File: config.mk
export PLATFORM = sky130hd
export DESIGN_NAME = rv151_wb_spi_loader
export DESIGN_NICKNAME = d
export VERILOG_FILES = /design/src/rtl/rv151_loader_pkg.sv /design/src/rtl/rv151_spi_shifter.sv /design/src/rtl/rv151_wb_spi_loader.sv
export SDC_FILE = /design/constraint.sdc
export NUM_CORES = 1
export LEC_CHECK = 0
export ABC_CLOCK_PERIOD_IN_PS = 4800
export CORE_UTILIZATION = 35
export DETAILED_ROUTE_END_ITERATION = 10
export PLACE_DENSITY_LB_ADDON = 0.05
export SYNTH_ARGS = -nofsm -noshare
export SYNTH_HDL_FRONTEND = slang
export SYNTH_SLANG_ARGS = --single-unit
File: constraint.sdc
create_clock -name wb_clk_i -period 4.8 [get_ports wb_clk_i]
set_clock_uncertainty 0.15 [all_clocks]
set_input_delay 1.44 -clock wb_clk_i [delete_from_list [all_inputs] [get_ports wb_clk_i]]
set_output_delay 1.44 -clock wb_clk_i [all_outputs]
set_load 0.005 [all_outputs]
File: src/rtl/rv151_loader_pkg.sv
// Shared definitions for the rv151 Wishbone SPI loader: register map, bit fields, FSM states.
package rv151_loader_pkg;

    localparam logic [7:0] OffCtrl   = 8'h00;
    localparam logic [7:0] OffStatus = 8'h04;
    localparam logic [7:0] OffTxData = 8'h08;
    localparam logic [7:0] OffRxData = 8'h0C;
    localparam logic [7:0] OffClkDiv = 8'h10;

    localparam int unsigned CtrlStart  = 0;
    localparam int unsigned CtrlCsHold = 1;
    localparam int unsigned CtrlBcf    = 2;
    localparam int unsigned CtrlIrqEn  = 3;

    localparam int unsigned StatBusy = 0;
    localparam int unsigned StatDone = 1;
    localparam int unsigned StatOvr  = 2;

    typedef enum logic [2:0] {
        StIdle    = 3'd0,
        StSetup   = 3'd1,
        StShiftLo = 3'd2,
        StShiftHi = 3'd3,
        StHold    = 3'd4
    } loader_state_e;

endpackage

File: src/rtl/rv151_spi_shifter.sv
// Mode-0 SPI frame engine: clock divider, bit counter, shift register, SCS/SCK/SDI generation.
module rv151_spi_shifter
    import rv151_loader_pkg::*;
#(
    parameter int unsigned FrameBits = 32
) (
    input  logic                 clk_i,
    input  logic                 rst_i,
    input  logic                 start_i,
    input  logic                 cs_hold_i,
    input  logic [FrameBits-1:0] tx_i,
    input  logic [7:0]           div_i,
    input  logic                 sdo_i,
    output logic                 busy_o,
    output logic                 done_o,
    output logic [FrameBits-1:0] rx_o,
    output logic                 scs_o,
    output logic                 sck_o,
    output logic                 sdi_o
);

    localparam logic [5:0] LastBit = 6'(FrameBits);

    loader_state_e        state_q;
    logic [7:0]           cnt_q;
    logic [5:0]           bit_q;
    logic [FrameBits-1:0] shreg_q;
    logic [FrameBits-1:0] rx_q;
    logic                 busy_q, done_q, scs_q, sck_q, sdi_q;
    logic                 tick;

    assign tick = (cnt_q == div_i);

    always_ff @(posedge clk_i) begin
        if (rst_i) begin
            state_q <= StIdle;
            cnt_q   <= '0;
            bit_q   <= '0;
            shreg_q <= '0;
            rx_q    <= '0;
            busy_q  <= 1'b0;
            done_q  <= 1'b0;
            scs_q   <= 1'b1;
            sck_q   <= 1'b0;
            sdi_q   <= 1'b0;
        end else begin
            done_q <= 1'b0;
            if (state_q != StIdle) begin
                cnt_q <= tick ? 8'd0 : cnt_q + 8'd1;
            end
            case (state_q)
                StIdle: begin
                    if (start_i) begin
                        shreg_q <= tx_i;
                        sdi_q   <= tx_i[FrameBits-1];
                        scs_q   <= 1'b0;
                        busy_q  <= 1'b1;
                        cnt_q   <= '0;
                        bit_q   <= '0;
                        state_q <= StSetup;
                    end else begin
                        scs_q <= ~cs_hold_i;
                    end
                end
                StSetup, StShiftLo: begin
                    if (tick) begin
                        // The trailing low half-period ends the frame without another rise.
                        if (state_q == StShiftLo && bit_q == LastBit) begin
                            state_q <= StHold;
                        end else begin
                            sck_q   <= 1'b1;
                            shreg_q <= {shreg_q[FrameBits-2:0], sdo_i};
                            bit_q   <= bit_q + 6'd1;
                            state_q <= StShiftHi;
                        end
                    end
                end
                StShiftHi: begin
                    if (tick) begin
                        sck_q   <= 1'b0;
                        sdi_q   <= shreg_q[FrameBits-1];
                        state_q <= StShiftLo;
                    end
                end
                StHold: begin
                    if (tick) begin
                        rx_q    <= shreg_q;
                        done_q  <= 1'b1;
                        busy_q  <= 1'b0;
                        scs_q   <= ~cs_hold_i;
                        state_q <= StIdle;
                    end
                end
                default: state_q <= StIdle;
            endcase
        end
    end

    assign busy_o = busy_q;
    assign done_o = done_q;
    assign rx_o   = rx_q;
    assign scs_o  = scs_q;
    assign sck_o  = sck_q;
    assign sdi_o  = sdi_q;

endmodule

File: src/rtl/rv151_wb_spi_loader.sv
// Wishbone slave register block driving the rv151 serial config port through rv151_spi_shifter.
// Optional frame-done interrupt enabled by defining RV151_LOADER_IRQ_EN.
module rv151_wb_spi_loader
    import rv151_loader_pkg::*;
#(
    parameter logic [31:0] BASE_ADDR  = 32'h3000_0000,
    parameter int unsigned FRAME_BITS = 32,
    parameter logic [7:0]  DIV_RST    = 8'd3
) (
    input  logic        wb_clk_i,
    input  logic        wb_rst_i,
    input  logic        wbs_stb_i,
    input  logic        wbs_cyc_i,
    input  logic        wbs_we_i,
    input  logic [3:0]  wbs_sel_i,
    input  logic [31:0] wbs_dat_i,
    input  logic [31:0] wbs_adr_i,
    output logic        wbs_ack_o,
    output logic [31:0] wbs_dat_o,
    output logic        spi_scs_o,
    output logic        spi_sck_o,
    output logic        spi_sdi_o,
    input  logic        spi_sdo_i,
`ifdef RV151_LOADER_IRQ_EN
    output logic        irq_o,
`endif
    output logic        bcf_o
);

    logic                  ack_q;
    logic [31:0]           dat_q;
    logic                  cs_hold_q, bcf_q, done_q, ovr_q;
    logic [31:0]           tx_q;
    logic [7:0]            div_q;
    logic                  irq_en;
    logic                  hit, access, wr;
    logic                  wr_ctrl, wr_stat, wr_tx, wr_div;
    logic                  start_req, start, ovr_set;
    logic                  busy, done_pulse;
    logic [FRAME_BITS-1:0] rx;
    logic [7:0]            offset;
    logic [31:0]           rdata;
    logic                  unused_bits;

    assign hit       = wbs_cyc_i & wbs_stb_i & (wbs_adr_i[31:8] == BASE_ADDR[31:8]);
    assign access    = hit & ~ack_q;
    assign wr        = access & wbs_we_i;
    assign offset    = {wbs_adr_i[7:2], 2'b00};
    assign wr_ctrl   = wr & (offset == OffCtrl);
    assign wr_stat   = wr & (offset == OffStatus);
    assign wr_tx     = wr & (offset == OffTxData) & (|wbs_sel_i);
    assign wr_div    = wr & (offset == OffClkDiv) & wbs_sel_i[0];
    assign start_req = wr_ctrl & wbs_sel_i[0] & wbs_dat_i[CtrlStart];
    assign start     = start_req & ~busy;
    assign ovr_set   = busy & (start_req | wr_tx | wr_div);
    assign unused_bits = ^{wbs_adr_i[1:0], BASE_ADDR[7:0]};

`ifdef RV151_LOADER_IRQ_EN
    logic irq_en_q, irq_q;
    assign irq_en = irq_en_q;
    assign irq_o  = irq_q;

    always_ff @(posedge wb_clk_i) begin
        if (wb_rst_i) begin
            irq_en_q <= 1'b0;
            irq_q    <= 1'b0;
        end else begin
            if (wr_ctrl & wbs_sel_i[0]) irq_en_q <= wbs_dat_i[CtrlIrqEn];
            irq_q <= done_q & irq_en_q;
        end
    end
`else
    assign irq_en = 1'b0;
`endif

    always_comb begin
        rdata = '0;
        case (offset)
            OffCtrl:   rdata = {28'd0, irq_en, bcf_q, cs_hold_q, 1'b0};
            OffStatus: rdata = {29'd0, ovr_q, done_q, busy};
            OffTxData: rdata = tx_q;
            OffRxData: rdata = 32'(rx);
            OffClkDiv: rdata = {24'd0, div_q};
            default:   rdata = '0;
        endcase
    end

    always_ff @(posedge wb_clk_i) begin
        if (wb_rst_i) begin
            ack_q     <= 1'b0;
            dat_q     <= '0;
            cs_hold_q <= 1'b0;
            bcf_q     <= 1'b0;
            done_q    <= 1'b0;
            ovr_q     <= 1'b0;
            tx_q      <= '0;
            div_q     <= DIV_RST;
        end else begin
            ack_q <= access;
            dat_q <= (access & ~wbs_we_i) ? rdata : 32'd0;
            if (wr_ctrl & wbs_sel_i[0]) begin
                cs_hold_q <= wbs_dat_i[CtrlCsHold];
                bcf_q     <= wbs_dat_i[CtrlBcf];
            end
            if (wr_tx & ~busy) begin
                for (int b = 0; b < 4; b++) begin
                    if (wbs_sel_i[b]) tx_q[8*b +: 8] <= wbs_dat_i[8*b +: 8];
                end
            end
            if (wr_div & ~busy) div_q <= wbs_dat_i[7:0];
            // A completing frame beats a simultaneous W1C.
            done_q <= done_pulse | (done_q & ~(wr_stat & wbs_sel_i[0] & wbs_dat_i[StatDone]));
            ovr_q  <= ovr_set | (ovr_q & ~(wr_stat & wbs_sel_i[0] & wbs_dat_i[StatOvr]));
        end
    end

    rv151_spi_shifter #(
        .FrameBits (FRAME_BITS)
    ) u_shifter (
        .clk_i     (wb_clk_i),
        .rst_i     (wb_rst_i),
        .start_i   (start),
        .cs_hold_i (cs_hold_q),
        .tx_i      (tx_q[FRAME_BITS-1:0]),
        .div_i     (div_q),
        .sdo_i     (spi_sdo_i),
        .busy_o    (busy),
        .done_o    (done_pulse),
        .rx_o      (rx),
        .scs_o     (spi_scs_o),
        .sck_o     (spi_sck_o),
        .sdi_o     (spi_sdi_o)
    );

    assign wbs_ack_o = ack_q;
    assign wbs_dat_o = dat_q;
    assign bcf_o     = bcf_q;

endmodule

Yosys cells after proc, flatten, opt, wreduce, memory -nomap -nowiden

Cells that the tools add are included.

Add/sub/neg operators: 2
Eq/ne operators: 16
Mux-type cells: 32
Bitwise operators: 34
Reduce and logical (&&, ||, !) cells: 23

Operator list:

| kind                   | number |
|---|---|
| $pmux W32 S5           | 1 |
| $mux W32               | 3 |
| $pmux W32 S2           | 1 |
| $mux W8                | 4 |
| $eq A24 B22 Y1 const B | 1 |
| $and A1 B1 Y1          | 22 |
| $mux W6                | 3 |
| $mux W3                | 5 |
| $eq A6 B2 Y1 const B   | 2 |
| $pmux W3 S4            | 1 |
| $pmux W6 S2            | 1 |
| $reduce_and A2 Y1      | 6 |
| $reduce_and A4 Y1      | 3 |
| $mux W1                | 9 |
| $add A8 B1 Y8 const B  | 1 |
| $eq A8 B8 Y1           | 1 |
| $logic_not A8 Y1       | 1 |
| $not A1 Y1             | 8 |
| $pmux W1 S2            | 4 |
| $reduce_bool A2 Y1     | 4 |
| $add A6 B1 Y6 const B  | 1 |
| $eq A3 B2 Y1 const B   | 2 |
| $eq A6 B1 Y1 const B   | 1 |
| $eq A6 B3 Y1 const B   | 1 |
| other kinds (12)       | 21 |

Register bits after elaboration: 163
Input port bits: 74
Output and inout bits: 37
Logic and storage cells: 128

Logic depth before layout (Yosys ltp)

Depth in word-level cells: 11
Depth in mapped cells: 9

Modules after synthesis

A second synthesis with hierarchy kept.

Cell total of the unflattened synthesis: 783
Area, all modules: 7,075.5 um^2

Modules (own cells, without submodules):

| module              | times used | cells each | area each (um^2) | sequential area each (um^2) |
|---|---|---|---|---|
| rv151_spi_shifter   | 1          | 418        | 3,784.9          | 1,721.7 |
| rv151_wb_spi_loader | 1          | 365        | 3,290.7          | 1,541.5 |

Least setup slack after synthesis

No wires, ideal clock.

Kind: input to register
From: input wbs_adr_i[18]
To: register u_shifter.cnt_q[4]
Setup time: 0.117 ns
Data arrival time: 3.422 ns
Slack: 1.111 ns
Stages: 6
Path buffers: 1
Cells stage by stage: or4_4 > or4_4 > or3_1 > buf_2 > a22o_1 > a22o_1

Word-level cells in the longest chain between the ends: 10

Ends and longest elaborated chain:

| item                        | line                      | source |
|---|---|---|
| start, declared             | rv151_wb_spi_loader.sv:17 | `input logic [31:0] wbs_adr_i,` |
| $eq A24 B22 Y1              | rv151_wb_spi_loader.sv:45 | `assign hit = wbs_cyc_i & wbs_stb_i & (wbs_adr_i[31:8] == BASE_ADDR[31:8]);` |
| $and A1 B1 Y1               | rv151_wb_spi_loader.sv:45 |  |
| $and A1 B1 Y1               | rv151_wb_spi_loader.sv:46 | `assign access = hit & ~ack_q;` |
| $and A1 B1 Y1               | rv151_wb_spi_loader.sv:47 | `assign wr = access & wbs_we_i;` |
| $and A1 B1 Y1               | rv151_wb_spi_loader.sv:49 | `assign wr_ctrl = wr & (offset == OffCtrl);` |
| $and A1 B1 Y1 (2 in series) | rv151_wb_spi_loader.sv:53 | `assign start_req = wr_ctrl & wbs_sel_i[0] & wbs_dat_i[CtrlStart];` |
| $and A1 B1 Y1               | rv151_wb_spi_loader.sv:54 | `assign start = start_req & ~busy;` |
| $mux W8                     | rv151_spi_shifter.sv:53   | `if (start_i) begin` |
| $mux W8                     | rv151_spi_shifter.sv:51   | `case (state_q)` |
| end signal, assigned        | rv151_spi_shifter.sv:49   | `cnt_q <= tick ? 8'd0 : cnt_q + 8'd1;` |
| end, declared               | rv151_spi_shifter.sv:25   | `logic [7:0] cnt_q;` |

No other way between the ends.
A chain may end at the register's enable or synchronous reset.

Final worst setup path

From: input wbs_adr_i[18]
To: register u_shifter.cnt_q[0]

Same word-level chain as after synthesis.

==> flow_metrics.env <==
export IMPL_layout_nets=873
export IMPL_rows=51
export IMPL_clock_sinks=163
export IMPL_synth_compound_gate_area_share_pct=12.5
export IMPL_die_w_um=143
export IMPL_cts_resized=0
export IMPL_powerDensity_nw_per_um2=326
export IMPL_route_detailed_drc=0
export IMPL_clk_path_buf_depth=2
export IMPL_min_period_over_period_pct=80.5
export IMPL_min_period_ps=3860
export IMPL_final_cell_mix="dfxtp_1 (163), nor2_1 (115), clkdlybuf4s50_1 (107)"
export IMPL_met2_usage_pct=31.4
export IMPL_rsz0062_at_grt="false"
export IMPL_leakage_nw=3.28
export IMPL_layout_commonest_cell="dfxtp_1"
export IMPL_cts_buffers=17
export IMPL_synth_adder_area_share_pct=0.540
export IMPL_setup_viol=0
export IMPL_ctsHoldBuffers=0
export IMPL_antenna_found_initial=1
export IMPL_pre_cts_ws_ps=478
export IMPL_synth_xor_area_share_pct=1.39
export IMPL_p_comb_share_pct=3.7
export IMPL_finalSetupTns_ps=0
export IMPL_muxShareOfSynthArea_pct=15.4
export IMPL_synth_ff_type="dfxtp_1"
export IMPL_grt_overflow=0
export IMPL_avgViaCountPerCell=5.37
export IMPL_yosys_area_share_simple_pct=19.3
export IMPL_clk_pin_slew_ps=60
export IMPL_cts_setup_buffers=0
export IMPL_reg2reg_slack_ps=2320
export IMPL_cell_internal_pwr_mw=2.30
export IMPL_required_ps=4960
export IMPL_stdcell_area_um2=8900
export IMPL_grtUsageTotal_pct=19.2
export IMPL_synth_top_family_by_area="simple AND/OR/NAND/NOR gates"
export IMPL_synth_edff_count=0
export IMPL_grt_use_met3_pct=4.19
export IMPL_seq_area_frac_synth_pct=46.9
export IMPL_tightest_slew_ps=722
export IMPL_synth_top_cell_area_share_pct=46.9
export IMPL_hpwl_mm=12.7
export IMPL_syn_nets=786
export IMPL_final_antenna_net_count=0
export IMPL_synth_cell_type_count=56
export IMPL_clock_latency_ps=420
export IMPL_wl_per_cell_um=17.6
export IMPL_hold_path_class="register to register"
export IMPL_timing_final_ws_setup_ps=937
export IMPL_routed_wl_mm=18.9
export IMPL_synthesis_area_um2=6950
export IMPL_n_antenna_cell=0
export IMPL_gp_congestion=0.829
export IMPL_die_h_um=143
export IMPL_cp_start_kind="input pin"
export IMPL_seqPwrFrac_pct=46.6
export IMPL_vdd_drop_max_mv=0.186
export IMPL_placed_cell_area_um2=8270
export IMPL_crit_path_max_fanout=9
export IMPL_r2r_cells=6
export IMPL_syn_avg_cell_area_um2=9.80
export IMPL_fin_util_pct=45.7
export IMPL_arrival_ps=4020
export IMPL_worstHoldStart="u_shifter.rx_o[0]"
export IMPL_placed_cells=1042
export IMPL_grt_busiest_layer="met2"
export IMPL_grt_max_degree=67
export IMPL_rr_startpoint="wbs_ack_o"
export IMPL_async_flop_share_pct=0
export IMPL_cts_root_buf="clkbuf_16"
export IMPL_whs_endpoint="wbs_dat_o[0]"
export IMPL_use_met1_pct=25.5
export IMPL_power_frac_clock_pct=49.7
export IMPL_ys_ff_latch=163
export IMPL_start_util_pct=35.7
export IMPL_hold_violations=0
export IMPL_hold_depth=2
export IMPL_cts_tree="done"
export IMPL_hold_slack_ps=317
export IMPL_yosysTopAreaCell="dfxtp_1"
export IMPL_outcome="completed"
export IMPL_core_um2=19500
export IMPL_final_cells=1073
export IMPL_worstSetupEndpointType="register"
export IMPL_drt_iter0_drc=386
export IMPL_r2r_end="u_shifter.bit_q[4]"
export IMPL_dr_pass1_iters=5
export IMPL_dieArea_um2=20400
export IMPL_p_total_mw=2.90
export IMPL_port_buffers=108
export IMPL_swShare_pct=20.7
export IMPL_fmax_mhz=259
export IMPL_dr_total_vias=5766
export IMPL_drive_gt1_share_pct=7.67
export IMPL_drv_cap=0
export IMPL_crit_type="input pin to register"
export IMPL_relSlewSlack_pct=51.8
export IMPL_pin_count=111
export IMPL_ys_top_cells_by_area="dfxtp_1 (47%), mux2i_1 (15%), nor2_1 (6.3%)"
export IMPL_syn_inst=709
export IMPL_maxSlewViolCount=0
export IMPL_ys_warnings_count=0
export IMPL_power_switching_mw=0.602
export IMPL_cts_max_level=4
export IMPL_area_growth_syn_to_layout_pct=28.0
export IMPL_grt_pass1_vias=5646
export IMPL_grt_pass1_wl_mm=30.0
[how the worst max path moves through the flow]
| stage | from | endpoint | slack [ps] | cells after the start |
|---|---|---|---|---|
| 3_3_place_gp | wbs_adr_i[18] | wbs_dat_o[31] | 500 | 7 |
| 4_1_cts | wbs_adr_i[18] | wbs_dat_o[31] | 920 | 7 |
| 5_1_grt | wbs_adr_i[18] | wbs_dat_o[2] | 790 | 7 |
| 2_1_floorplan | wbs_adr_i[18] | u_shifter.cnt_q[4] | 1110 | 6 |
| 6_report | wbs_adr_i[18] | u_shifter.cnt_q[0] | 940 | 6 |
| 3_5_place_dp | wbs_adr_i[18] | u_shifter.cnt_q[0] | 480 | 6 |
[critical path, stage by stage]
cell and delay [ps]:
clkdlybuf4s50_1 410, or4_4 560, or4_4 600, or3_1 500
and2_1 240, mux2_2 270
[synth_stat cells (4+ instances only)]
library cell	instances
nand3_1	9
o21ai_0	4
mux2i_1	106
nand4b_1	32
buf_2	9
nor3_1	5
o31ai_1	36
clkbuf_1	44
a21oi_1	11
or4_1	8
nor2_1	117
a22o_1	6
nand2_1	16
nand2b_1	7
nor4_1	8
inv_1	7
and3_1	4
and4_1	4
xnor2_1	10
nor2b_1	5
dfxtp_1	163
nand4_1	9
a222oi_1	8
or3_1	4
a22oi_1	30
[power by group through the flow]
stage / Sequential (mW) / Combinational [mW] / Clock [mW]
6_report: 1.35 / 0.106 / 1.44
2_1_floorplan: 1.38 / 0.0332 / 0
5_1_grt: 1.35 / 0.114 / 1.53
3_3_place_gp: 1.38 / 0.106 / 0
3_5_place_dp: 1.38 / 0.107 / 0
4_1_cts: 1.35 / 0.108 / 1.47
[final cells by class]
class | count | area [um2]
Sequential cell | 163 | 3260
Clock inverter | 12 | 181
Timing Repair Buffer | 126 | 1230
Fill cell | 1868 | 10600
Inverter | 7 | 26.3
Tap cell | 265 | 332
Clock buffer | 19 | 443
Multi-Input combinational cell | 481 | 3430
[layer usage]
layer  part of all wire, %  up-vias
met5                 0.064        -
met4                  0.87        2
met3                   4.8       15
met2                    47      145
met1                    48     2806
li1                      -     2798
[cells by family after synthesis]
family                     after synthesis
DFF                                    163
muxes                                  107
xor gates and xnor gates                11
and+or+nand+nor                        244
adders and majority gates                3
AOI/OAI and AO/OA                      116
buffers and inverters                   65
[state kept, by name (all words and copies together), names as in the netlist]
signal	flops
bcf_o	1
cs_hold_q	1
div_q	8
done_q	1
ovr_q	1
tx_q	32
u_shifter.bit_q	6
u_shifter.busy_o	1
u_shifter.cnt_q	8
u_shifter.done_o	1
u_shifter.rx_o	32
u_shifter.sck_o	1
u_shifter.scs_o	1
u_shifter.sdi_o	1
u_shifter.shreg_q	32
u_shifter.state_q	3
wbs_ack_o	1
wbs_dat_o	32
Note: power is estimated with default switching activity, not from simulation.
